<file path="src/rtl/cdb_arbiter_pkg.sv">
// cdb_arbiter_pkg: shared constants and types for the CDB writeback arbiter.
//   CDB_SRC_ALU / CDB_SRC_LSB : values carried on cdb_src
//   DATA_W                    : width of result values and branch targets
//   cdb_src_e                 : producer identity, also used for last_grant
package cdb_arbiter_pkg;

  localparam int unsigned DATA_W = 32;

  localparam logic CDB_SRC_ALU = 1'b0;
  localparam logic CDB_SRC_LSB = 1'b1;

  typedef enum logic {
    SRC_ALU = 1'b0,
    SRC_LSB = 1'b1
  } cdb_src_e;

  // The producer that did not win last time; used to settle ties.
  function automatic cdb_src_e other_src(input cdb_src_e src);
    return (src == SRC_ALU) ? SRC_LSB : SRC_ALU;
  endfunction

endpackage

</file>
<file path="src/rtl/cdb_arbiter_if.sv">
// cdb_arbiter_if: producer handshakes and CDB broadcast bundle.
//   alu_* : ALU/RS result offer (valid/ready, rob index, value, branch info)
//   lsb_* : LSB completion offer (valid/ready, rob index, load data)
//   cdb_* : registered broadcast towards ROB and RS/LSB wake-up
// master = producers/consumers side, slave = the arbiter.
interface cdb_arbiter_if #(
  parameter int ROB_WIDTH = 4
);
  import cdb_arbiter_pkg::*;

  logic                 alu_valid;
  logic                 alu_ready;
  logic [ROB_WIDTH-1:0] alu_rob_idx;
  logic [DATA_W-1:0]    alu_val;
  logic                 alu_br_taken;
  logic [DATA_W-1:0]    alu_br_target;

  logic                 lsb_valid;
  logic                 lsb_ready;
  logic [ROB_WIDTH-1:0] lsb_rob_idx;
  logic [DATA_W-1:0]    lsb_val;

  logic                 cdb_valid;
  logic                 cdb_src;
  logic [ROB_WIDTH-1:0] cdb_rob_idx;
  logic [DATA_W-1:0]    cdb_val;
  logic                 cdb_br_taken;
  logic [DATA_W-1:0]    cdb_br_target;

  modport master (
    output alu_valid, alu_rob_idx, alu_val, alu_br_taken, alu_br_target,
    output lsb_valid, lsb_rob_idx, lsb_val,
    input  alu_ready, lsb_ready,
    input  cdb_valid, cdb_src, cdb_rob_idx, cdb_val, cdb_br_taken, cdb_br_target
  );

  modport slave (
    input  alu_valid, alu_rob_idx, alu_val, alu_br_taken, alu_br_target,
    input  lsb_valid, lsb_rob_idx, lsb_val,
    output alu_ready, lsb_ready,
    output cdb_valid, cdb_src, cdb_rob_idx, cdb_val, cdb_br_taken, cdb_br_target
  );

endinterface

</file>
<file path="src/rtl/cdb_arbiter_src_fifo.sv">
// cdb_src_fifo: small per-producer result queue.
//   clk_in, rst_in (sync, active-low), rdy_in (freeze), clr_in (flush)
//   push/din : write din at the tail
//   pop      : advance the head
//   head     : current head entry (valid when !empty)
//   full, empty : derived from the registered count
module cdb_src_fifo #(
  parameter int WIDTH  = 8,
  parameter int QDEPTH = 2
) (
  input  logic             clk_in,
  input  logic             rst_in,
  input  logic             rdy_in,
  input  logic             clr_in,
  input  logic             push,
  input  logic [WIDTH-1:0] din,
  input  logic             pop,
  output logic [WIDTH-1:0] head,
  output logic             full,
  output logic             empty
);

  localparam int AW = $clog2(QDEPTH);
  localparam int CW = AW + 1;

  logic [WIDTH-1:0] mem [QDEPTH];
  logic [AW-1:0]    wr_ptr;
  logic [AW-1:0]    rd_ptr;
  logic [CW-1:0]    count;
  logic             do_push;
  logic             do_pop;

  assign full  = (count == CW'(QDEPTH));
  assign empty = (count == {CW{1'b0}});
  assign head  = mem[rd_ptr];

  // Guard against misuse so the count can never leave 0..QDEPTH.
  assign do_push = push & ~full;
  assign do_pop  = pop & ~empty;

  // Pointer and occupancy tracking; pointers wrap naturally (QDEPTH is 2^n).
  always_ff @(posedge clk_in) begin
    if (!rst_in) begin
      wr_ptr <= {AW{1'b0}};
      rd_ptr <= {AW{1'b0}};
      count  <= {CW{1'b0}};
    end else if (clr_in) begin
      wr_ptr <= {AW{1'b0}};
      rd_ptr <= {AW{1'b0}};
      count  <= {CW{1'b0}};
    end else if (rdy_in) begin
      if (do_push) wr_ptr <= wr_ptr + AW'(1);
      if (do_pop)  rd_ptr <= rd_ptr + AW'(1);
      case ({do_push, do_pop})
        2'b10:   count <= count + CW'(1);
        2'b01:   count <= count - CW'(1);
        default: count <= count;
      endcase
    end
  end

  // Payload storage; contents need no reset since empty entries are never read out.
  always_ff @(posedge clk_in) begin
    if (rst_in && !clr_in && rdy_in && do_push) begin
      mem[wr_ptr] <= din;
    end
  end

endmodule

</file>
<file path="src/rtl/cdb_arbiter.sv">
// cdb_arbiter: shares the single CDB writeback port between the ALU/RS
// result path and the LSB completion path.
//   clk_in  : clock
//   rst_in  : synchronous active-low reset
//   rdy_in  : global enable; low freezes all state
//   clr_in  : misprediction flush, drops everything in flight
//   bus     : cdb_arbiter_if.slave (producer handshakes + registered CDB)
// Each producer has a QDEPTH queue; one result per cycle is popped by
// round-robin into the registered cdb_* outputs.
module cdb_arbiter
  import cdb_arbiter_pkg::*;
#(
  parameter int ROB_WIDTH = 4,
  parameter int QDEPTH    = 2
) (
  input logic          clk_in,
  input logic          rst_in,
  input logic          rdy_in,
  input logic          clr_in,
  cdb_arbiter_if.slave bus
);

  typedef struct packed {
    logic [ROB_WIDTH-1:0] rob_idx;
    logic [DATA_W-1:0]    val;
    logic                 br_taken;
    logic [DATA_W-1:0]    br_target;
  } payload_t;

  localparam int PW = $bits(payload_t);

  payload_t alu_in, lsb_in, alu_head, lsb_head, sel_head;
  logic     alu_full, alu_empty, lsb_full, lsb_empty;
  logic     alu_ready_i, lsb_ready_i;
  logic     alu_push, lsb_push, alu_pop, lsb_pop;
  logic     advance, tie, grant_valid;
  cdb_src_e grant_src, last_grant;

  logic                 cdb_valid_q;
  cdb_src_e             cdb_src_q;
  logic [ROB_WIDTH-1:0] cdb_rob_idx_q;
  logic [DATA_W-1:0]    cdb_val_q;
  logic                 cdb_br_taken_q;
  logic [DATA_W-1:0]    cdb_br_target_q;

  // Load/store completions carry no branch information.
  assign alu_in = '{bus.alu_rob_idx, bus.alu_val, bus.alu_br_taken, bus.alu_br_target};
  assign lsb_in = '{bus.lsb_rob_idx, bus.lsb_val, 1'b0, {DATA_W{1'b0}}};

  // Readiness uses registered occupancy only: a full queue refuses even
  // if it is being popped in the same cycle.
  assign advance     = rdy_in & ~clr_in;
  assign alu_ready_i = advance & ~alu_full;
  assign lsb_ready_i = advance & ~lsb_full;
  assign alu_push    = bus.alu_valid & alu_ready_i;
  assign lsb_push    = bus.lsb_valid & lsb_ready_i;

  assign bus.alu_ready = alu_ready_i;
  assign bus.lsb_ready = lsb_ready_i;

  cdb_src_fifo #(.WIDTH(PW), .QDEPTH(QDEPTH)) u_alu_q (
    .clk_in (clk_in),
    .rst_in (rst_in),
    .rdy_in (rdy_in),
    .clr_in (clr_in),
    .push   (alu_push),
    .din    (alu_in),
    .pop    (alu_pop),
    .head   (alu_head),
    .full   (alu_full),
    .empty  (alu_empty)
  );

  cdb_src_fifo #(.WIDTH(PW), .QDEPTH(QDEPTH)) u_lsb_q (
    .clk_in (clk_in),
    .rst_in (rst_in),
    .rdy_in (rdy_in),
    .clr_in (clr_in),
    .push   (lsb_push),
    .din    (lsb_in),
    .pop    (lsb_pop),
    .head   (lsb_head),
    .full   (lsb_full),
    .empty  (lsb_empty)
  );

  // Grant selection: a lone non-empty queue wins outright; on a tie the
  // producer other than last_grant wins.
  always_comb begin
    tie         = 1'b0;
    grant_valid = 1'b0;
    grant_src   = SRC_ALU;
    if (!alu_empty && !lsb_empty) begin
      tie         = 1'b1;
      grant_valid = 1'b1;
      grant_src   = other_src(last_grant);
    end else if (!alu_empty) begin
      grant_valid = 1'b1;
      grant_src   = SRC_ALU;
    end else if (!lsb_empty) begin
      grant_valid = 1'b1;
      grant_src   = SRC_LSB;
    end else begin
      grant_valid = 1'b0;
      grant_src   = SRC_ALU;
    end
  end

  assign alu_pop  = advance & grant_valid & (grant_src == SRC_ALU);
  assign lsb_pop  = advance & grant_valid & (grant_src == SRC_LSB);
  assign sel_head = (grant_src == SRC_LSB) ? lsb_head : alu_head;

  // Broadcast registers and round-robin pointer; last_grant starts at LSB
  // so the ALU wins the first tie.
  always_ff @(posedge clk_in) begin
    if (!rst_in || clr_in) begin
      cdb_valid_q     <= 1'b0;
      cdb_src_q       <= SRC_ALU;
      cdb_rob_idx_q   <= {ROB_WIDTH{1'b0}};
      cdb_val_q       <= {DATA_W{1'b0}};
      cdb_br_taken_q  <= 1'b0;
      cdb_br_target_q <= {DATA_W{1'b0}};
      last_grant      <= SRC_LSB;
    end else if (rdy_in) begin
      if (grant_valid) begin
        cdb_valid_q     <= 1'b1;
        cdb_src_q       <= grant_src;
        cdb_rob_idx_q   <= sel_head.rob_idx;
        cdb_val_q       <= sel_head.val;
        cdb_br_taken_q  <= sel_head.br_taken;
        cdb_br_target_q <= sel_head.br_target;
        if (tie) last_grant <= grant_src;
      end else begin
        cdb_valid_q <= 1'b0;
      end
    end
  end

  assign bus.cdb_valid     = cdb_valid_q;
  assign bus.cdb_src       = cdb_src_q;
  assign bus.cdb_rob_idx   = cdb_rob_idx_q;
  assign bus.cdb_val       = cdb_val_q;
  assign bus.cdb_br_taken  = cdb_br_taken_q;
  assign bus.cdb_br_target = cdb_br_target_q;

endmodule

</file>
<file path="src/flat_wrapper.sv">
// flat-port wrapper written by rule: the top's interface ports become plain ports
module cdb_arbiter_flat import cdb_arbiter_pkg::*;
#(
  parameter int ROB_WIDTH = 4,
  parameter int QDEPTH    = 2
)
  (clk_in, rst_in, rdy_in, clr_in, bus_alu_valid, bus_alu_rob_idx, bus_alu_val, bus_alu_br_taken, bus_alu_br_target, bus_lsb_valid, bus_lsb_rob_idx, bus_lsb_val, bus_alu_ready, bus_lsb_ready, bus_cdb_valid, bus_cdb_src, bus_cdb_rob_idx, bus_cdb_val, bus_cdb_br_taken, bus_cdb_br_target);
  cdb_arbiter_if #(.ROB_WIDTH(ROB_WIDTH)) bus_i ();
  input logic clk_in;
  input logic rst_in;
  input logic rdy_in;
  input logic clr_in;
  input wire logic [$bits(bus_i.alu_valid)-1:0] bus_alu_valid;
  input wire logic [$bits(bus_i.alu_rob_idx)-1:0] bus_alu_rob_idx;
  input wire logic [$bits(bus_i.alu_val)-1:0] bus_alu_val;
  input wire logic [$bits(bus_i.alu_br_taken)-1:0] bus_alu_br_taken;
  input wire logic [$bits(bus_i.alu_br_target)-1:0] bus_alu_br_target;
  input wire logic [$bits(bus_i.lsb_valid)-1:0] bus_lsb_valid;
  input wire logic [$bits(bus_i.lsb_rob_idx)-1:0] bus_lsb_rob_idx;
  input wire logic [$bits(bus_i.lsb_val)-1:0] bus_lsb_val;
  output wire logic [$bits(bus_i.alu_ready)-1:0] bus_alu_ready;
  output wire logic [$bits(bus_i.lsb_ready)-1:0] bus_lsb_ready;
  output wire logic [$bits(bus_i.cdb_valid)-1:0] bus_cdb_valid;
  output wire logic [$bits(bus_i.cdb_src)-1:0] bus_cdb_src;
  output wire logic [$bits(bus_i.cdb_rob_idx)-1:0] bus_cdb_rob_idx;
  output wire logic [$bits(bus_i.cdb_val)-1:0] bus_cdb_val;
  output wire logic [$bits(bus_i.cdb_br_taken)-1:0] bus_cdb_br_taken;
  output wire logic [$bits(bus_i.cdb_br_target)-1:0] bus_cdb_br_target;
  assign bus_i.alu_valid = bus_alu_valid;
  assign bus_i.alu_rob_idx = bus_alu_rob_idx;
  assign bus_i.alu_val = bus_alu_val;
  assign bus_i.alu_br_taken = bus_alu_br_taken;
  assign bus_i.alu_br_target = bus_alu_br_target;
  assign bus_i.lsb_valid = bus_lsb_valid;
  assign bus_i.lsb_rob_idx = bus_lsb_rob_idx;
  assign bus_i.lsb_val = bus_lsb_val;
  assign bus_alu_ready = bus_i.alu_ready;
  assign bus_lsb_ready = bus_i.lsb_ready;
  assign bus_cdb_valid = bus_i.cdb_valid;
  assign bus_cdb_src = bus_i.cdb_src;
  assign bus_cdb_rob_idx = bus_i.cdb_rob_idx;
  assign bus_cdb_val = bus_i.cdb_val;
  assign bus_cdb_br_taken = bus_i.cdb_br_taken;
  assign bus_cdb_br_target = bus_i.cdb_br_target;
  cdb_arbiter #(.ROB_WIDTH(ROB_WIDTH), .QDEPTH(QDEPTH)) u_core (.clk_in(clk_in), .rst_in(rst_in), .rdy_in(rdy_in), .clr_in(clr_in), .bus(bus_i));
endmodule
</file>
<file path="config.mk">
export PLATFORM = sky130hd
export DESIGN_NAME = cdb_arbiter_flat
export DESIGN_NICKNAME = d
export VERILOG_FILES = /design/src/rtl/cdb_arbiter_pkg.sv /design/src/rtl/cdb_arbiter_if.sv /design/src/rtl/cdb_arbiter_src_fifo.sv /design/src/rtl/cdb_arbiter.sv /design/src/flat_wrapper.sv
export SDC_FILE = /design/constraint.sdc
export NUM_CORES = 1
export LEC_CHECK = 0
export ABC_AREA = 1
export BUFFER_PORTS_ARGS = -buffer_cell sky130_fd_sc_hd__buf_2
export CAP_MARGIN = 20
export CORE_ASPECT_RATIO = 2
export CORE_MARGIN = 2
export CORE_UTILIZATION = 61
export CTS_CLUSTER_DIAMETER = 200
export DETAILED_ROUTE_END_ITERATION = 6
export PLACE_DENSITY_LB_ADDON = 0.3
export SLEW_MARGIN = 25
export SYNTH_ARGS = -nofsm -noshare
export SYNTH_HDL_FRONTEND = slang
export SYNTH_HIERARCHICAL = 1
export SYNTH_SLANG_ARGS = --single-unit
</file>
<file path="constraint.sdc">
create_clock -name clk_in -period 12.75 [get_ports clk_in]
set_input_delay 0 -clock clk_in [delete_from_list [all_inputs] [get_ports clk_in]]
set_output_delay 0 -clock clk_in [all_outputs]
set_load 0.02 [all_outputs]
</file>
### Yosys cells after proc, flatten, opt, wreduce, memory -nomap -nowiden

Memories as Yosys holds them, arrays and structs flattened. A register that Yosys moved wholly into a read port is not among the register bits.
Cells that the tools add are included.

* $add $sub $neg: 8
* equal/unequal tests: 6
* muxes and demuxes: 19
* bitwise operators: 19
* reductions and logical operators: 23

Operator list (number)
* $mux 69: 1
* $mux 1: 16
* $reduce_and 2->1: 7
* $and 1x1->1: 12
* $eq 2x2->1 const B: 4
* $pmux 2 s2: 2
* $not 1->1: 7
* $logic_and 1x1->1: 5
* $add 1x1->1 const B: 4
* $add 2x1->2 const B: 2
* $eq 2x1->1 const B: 2
* $logic_not 1->1: 4
* $logic_not 2->1: 2
* $reduce_bool 2->1: 2
* $sub 2x1->2 const B: 2
* $reduce_and 3->1: 1
* $reduce_or 2->1: 1
* $logic_or 1x1->1: 1

* bits in registers: 80
* bits in writable memories: 210
* bits of input ports: 111
* output and inout port bits: 73
* word-level logic and storage cells: 90
* memories: 2

Memories
* u_core.u_alu_q.mem: depth 2, bits a word 69, read ports 1, clocked after Yosys merged registers in 1, write ports 1, line cdb_arbiter_src_fifo.sv:26 `logic [WIDTH-1:0] mem [QDEPTH];`
* u_core.u_lsb_q.mem: depth 2, bits a word 36, read ports 1, clocked after Yosys merged registers in 1, write ports 1, line cdb_arbiter_src_fifo.sv:26

### Depth between registers and ports, before layout

* word-level depth: 10
* mapped depth: 16
* gate-level depth less buffers: 16

### Hierarchy

The synthesis kept the hierarchy.

By module, submodules not included
* cdb_src_fifo: times used 2, cells each 261, area an instance 5295.1 sq um, sequential area each 4244.1 sq um
* cdb_arbiter: times used 1, cells each 633, area an instance 4299.1 sq um, sequential area each 1441.4 sq um

### Worst setup path before layout

OpenSTA, ideal clock, no wires.

* kind: register to register
* start: register u_core.u_alu_q.count[1]
* end: memory u_core/u_alu_q/mem[1][0] in the netlist's numbering, enable pin
* library setup time: 496 ps
* arrival: 3651 ps
* required time: 12254 ps
* setup slack: 8602 ps
* cell stages (with the launch flop): 6
* buffers on the path: 0
* period minus slack after synthesis: 4148 ps
* path through: dfxtp_1 -> inv_1 -> nor2_1 -> nor3b_1 -> nand3_1 -> nor2_1

* word-level cells in the longest chain between the ends: 8

RTL lines
* from (decl): line cdb_arbiter_src_fifo.sv:29 `logic [CW-1:0] count;`
* from (signal assigned): line cdb_arbiter_src_fifo.sv:46 `count <= {CW{1'b0}};`
* from (signal assigned): line cdb_arbiter_src_fifo.sv:50 `count <= {CW{1'b0}};`
* from (signal assigned): line cdb_arbiter_src_fifo.sv:55 `2'b10: count <= count + CW'(1);`
* $eq 2x2->1: line cdb_arbiter_src_fifo.sv:33 `assign full = (count == CW'(QDEPTH));`
* via u_core.alu_full: line cdb_arbiter.sv:33 `logic alu_full, alu_empty, lsb_full, lsb_empty;`
* $not 1->1: line cdb_arbiter.sv:53 `assign alu_ready_i = advance & ~alu_full;`
* $and 1x1->1: line cdb_arbiter.sv:53
* $and 1x1->1: line cdb_arbiter.sv:55 `assign alu_push = bus.alu_valid & alu_ready_i;`
* via u_core.alu_push: line cdb_arbiter.sv:35 `logic alu_push, lsb_push, alu_pop, lsb_pop;`
* $and 1x1->1: line cdb_arbiter_src_fifo.sv:38 `assign do_push = push & ~full;`
* $logic_and 1x1->1: line cdb_arbiter_src_fifo.sv:64 `if (rst_in && !clr_in && rdy_in && do_push) begin`
* $mux 1: line cdb_arbiter_src_fifo.sv:64
* $mux 1 (not written as such): line cdb_arbiter_src_fifo.sv:65 `mem[wr_ptr] <= din;`
* to (decl): line cdb_arbiter_src_fifo.sv:26

The timed path passes the listed nets, and every way through them passes these cells.

### Final worst setup path

* start: register u_core.u_lsb_q.count[0]
* end: register u_core.u_alu_q.count[1]

* word-level cells in the longest chain between the ends: 10
* elaborated cells between the ends (all ways): 17
* those cells by class: 2 x eq/ne; 6 x mux; 4 x bitwise; 5 x reduce/logical

RTL lines
* from (decl): line cdb_arbiter_src_fifo.sv:29
* from (signal assigned): line cdb_arbiter_src_fifo.sv:46
* from (signal assigned): line cdb_arbiter_src_fifo.sv:50
* from (signal assigned): line cdb_arbiter_src_fifo.sv:55
* $logic_not 2->1 (*): line cdb_arbiter_src_fifo.sv:34 `assign empty = (count == {CW{1'b0}});`
* via u_core.lsb_empty: line cdb_arbiter.sv:33
* $mux 1 / $logic_not 1->1 (equally long branches): line cdb_arbiter.sv:100, cdb_arbiter.sv:93
* $mux 1 / $logic_and 1x1->1 (equally long branches): line cdb_arbiter.sv:97, cdb_arbiter.sv:93
* $mux 1: line cdb_arbiter.sv:93 `if (!alu_empty && !lsb_empty) begin`
* $and 1x1->1 / $not 1->1 (equally long branches): line cdb_arbiter.sv:109 `assign alu_pop = advance & grant_valid & (grant_src == SRC_ALU);`
* $and 1x1->1 (*): line cdb_arbiter.sv:109
* via u_core.alu_pop: line cdb_arbiter.sv:35
* $and 1x1->1 (*): line cdb_arbiter_src_fifo.sv:39 `assign do_pop = pop & ~empty;`
* $eq 2x1->1 / $eq 2x2->1 (equally long branches): line cdb_arbiter_src_fifo.sv:54 `case ({do_push, do_pop})`
* $reduce_bool 2->1 (no line)
* $reduce_and 2->1 (no line)
* to (signal assigned): line cdb_arbiter_src_fifo.sv:55
* to (signal assigned): line cdb_arbiter_src_fifo.sv:56 `2'b01: count <= count - CW'(1);`
* to (signal assigned): line cdb_arbiter_src_fifo.sv:57 `default: count <= count;`

The timed path passes the listed nets; every way through them passes the cells marked *.
A chain may end at the register's enable or synchronous reset.

==> reports/qor.txt <==
status = completed
register area share after synthesis = 66.7%
Die W = 114 um
DIE HEIGHT = 225 um
Fmax achieved = 351 MHz
Worst-Skew Late Latency = 0.56 ns
filler instances = 1494
Critical Path Fanout Max = 59
xor and xnor fraction of the mapped netlist area = 0%
clock-pin slew on the worst setup and hold paths = 0.07 ns
hold buffer count at cts = 109
final critical-path required period = 2.85 ns
Post-CTS Setup Repair Bufs = 0
leakage = 6.85 nW
core area = 0.0239 sq mm
CTS buffer count = 29
setup_tns = 0 ns
port bufs = 183
commonest cells after routing, fill and taps aside = edfxtp_1, buf_2, nor2_1
largest net degree at the start of global routing = 82
Compound-Gate Fraction of Synth Area = 5.69%
worst min path class = primary input to register
critical path class = register to register
overflow left after global routing = 0
DRT Pass-1 Iters = 5
CP top delay family = simple AND/OR/NAND/NOR gates
number of synthesized register bits = 358
Cell Rows = 80
GRT Overall Usage = 24.3%
Syn Area/Cell = 12.9 sq um
mux contribution to synthesized area = 10.9%
commonest non-fill, non-tap cell in the layout = edfxtp_1
register area = 0.00994 sq mm
Critical Path End Type = register
cell area after synthesis = 0.0149 sq mm
max_slew headroom = 34.0%
NumNets Final = 1599
required time of the critical path = 13.23 ns
initial antenna violation count = 2
final WL = 31400 um
synth unique cells = 30
adder-cell area share of the yosys netlist = 0.168%
GP Congestion = 0.791
post-cts resize count = 0
largest family of logic cells by synthesized area = multiplexers
Via density = 5.36
CTS H-tree depth = 1
CP max stage cell = buf_4
via count = 9646
DRT iter0 DRCs = 625
Routed Antenna Nets = 0
setup violators final = 0
Final Max Tran Viols = 0
WL per Instance = 17.4 um
DRC = 0
vias in the first global route = 10100
worst path arrival time = 3.33 ns
hpwl dp = 17300 um
Max Buffers Root-to-Sink = 3
first-pass GRT wire length = 49100 um
clock root buffer = clkbuf_16
Area growth syn-to-layout = 20.3%
Tcrit/Tclk final = 22.3%
total die area = 0.0258 sq mm
Crit path largest cell delay = 0.53 ns
Initial Util = 62.2%
clock skew = 0.0216 ns
CTS tree = done
Final Hold Fails = 0
Multi-input gate area = 0.00419 sq mm
CTS Sinks = 358
CP Launch Type = register
share of cells above drive strength 1 = 27.8%
Ys Warns = 6
Overall Power = 2.23 mW
Cell Chain, Critical Path = inv_1 -> nand2_1 -> inv_1 -> a21oi_4 -> buf_4 -> inv_2 -> nor3_1 -> inv_1 -> nor2_1 -> ha_1 -> nor2_1 -> nand3_1 -> nand2_1 -> nand2_1 -> nor2_1
Slew @ Worst Pin = 0.990 ns
Post-Synth Simple-Gate Area = 9.51%
peak supply drop = 133 uV
Synth Instances = 1155
WP buf/inv = 5
Ports = 184
RSZ-0062 raised after global routing = false
Power Dens Cells = 125 mW/mm^2
maxcap violations = 0
[cell families after synthesis]
kind of cell,after synthesis
AO/OA/AOI/OAI,152
flip-flops,358
buffers and inverters,165
adder cells (fa/ha/maj),2
AND/OR/NAND/NOR,339
multiplexers,138
other,1
[final timing paths]
check	from	endpoint	slack, ns	cells past startpoint
worst min-delay path	bus_alu_valid	u_core/u_alu_q/wr_ptr	0.08	5
worst max register to register	u_core/u_lsb_q/count[0]	u_core/u_alu_q/count[1]	9.90	15
worst min register to register	u_core/bus.cdb_valid	u_core/bus.cdb_valid	0.48	2
worst max-delay path	u_core/u_lsb_q/count[0]	u_core/u_alu_q/count[1]	9.90	15
[sequential cells by signal (all words and copies together), names as in the netlist, named ones only]
signal / cells
u_core/bus.cdb_rob_idx: 4
u_core/bus.cdb_val: 32
u_core/bus.cdb_br_taken: 1
u_core/u_lsb_q/rd_ptr: 1
u_core/bus.cdb_src: 1
u_core/u_lsb_q/count: 2
u_core/u_lsb_q/wr_ptr: 1
u_core/u_lsb_q/mem: 138
u_core/bus.cdb_valid: 1
u_core/bus.cdb_br_target: 32
u_core/u_alu_q/mem: 138
u_core/last_grant: 1
u_core/u_alu_q/wr_ptr: 1
u_core/u_alu_q/count: 2
u_core/u_alu_q/rd_ptr: 1
[per-stage QoR]
step	cell area, sq um	util (%)	hold slack (ns)	setup WS [ns]	instances
2_1_floorplan	15100	-	0.0989	8.60	1220
3_3_place_gp	15800	66.2	0.188	10.07	1632
3_5_place_dp	15800	66.2	0.191	9.96	1632
4_1_cts	17900	74.7	0.0480	9.93	1795
5_1_grt	17900	74.9	0.118	9.63	1798
6_report	17900	74.9	0.0828	9.90	1798
[Yosys cell counts]
cell,n,area (sq um)
edfxtp_1,276,8290
nor2_1,154,578
mux2_2,118,1330
inv_1,92,345
nand2_1,92,345
dfxtp_1,82,1640
nand3_1,76,380
a21oi_1,56,280
o21ai_1,49,245
o21ai_0,26,130
buf_2,24,120
buf_6,23,259
mux2_4,20,300
a21oi_2,19,166
buf_12,11,220
nor2_2,10,62.6
inv_2,5,18.8
clkbuf_1,4,15.0
buf_4,3,22.5
buf_8,2,30.0
ha_1,2,25.0
nand4_1,2,12.5
nor3b_1,2,15.0
a21oi_4,1,16.3
clkbuf_4,1,7.51
conb_1,1,3.75
nand2_4,1,11.3
nor3_1,1,5.00
o21ai_2,1,8.76
or2_1,1,6.26
[worst min-delay path: cells and delay by family]
family	cells	cell delay (ns)
AO/OA/AOI/OAI	2	0.28
buffers and inverters	1	0.09
AND/OR/NAND/NOR	2	0.22
[layer usage]
metal	up-vias	global-route usage [%]	part of all wire, %
li1	4604	-	-
met1	4657	26.5	37
met2	312	45.6	55
met3	73	3.28	4.7
met4	0	11.1	3.7
met5	-	0	0
[power breakdown]
part	leakage, nW	switching [mW]	internal, mW
clock network	0.459	0.403	0.486
logic	3.24	0.0420	0.0431
registers	3.15	0.00176	1.26
[layout make-up]
class	count	share of cell area [%]
clock buffer	31	4.15
inverter	97	2.06
clock inverter	23	1.15
timing repair buffer	303	11.7
antenna	2	0.0279
sequential	358	55.5
tap	287	2.01
multi-input combinational	697	23.4
Note: power is estimated with default switching activity, not from simulation.
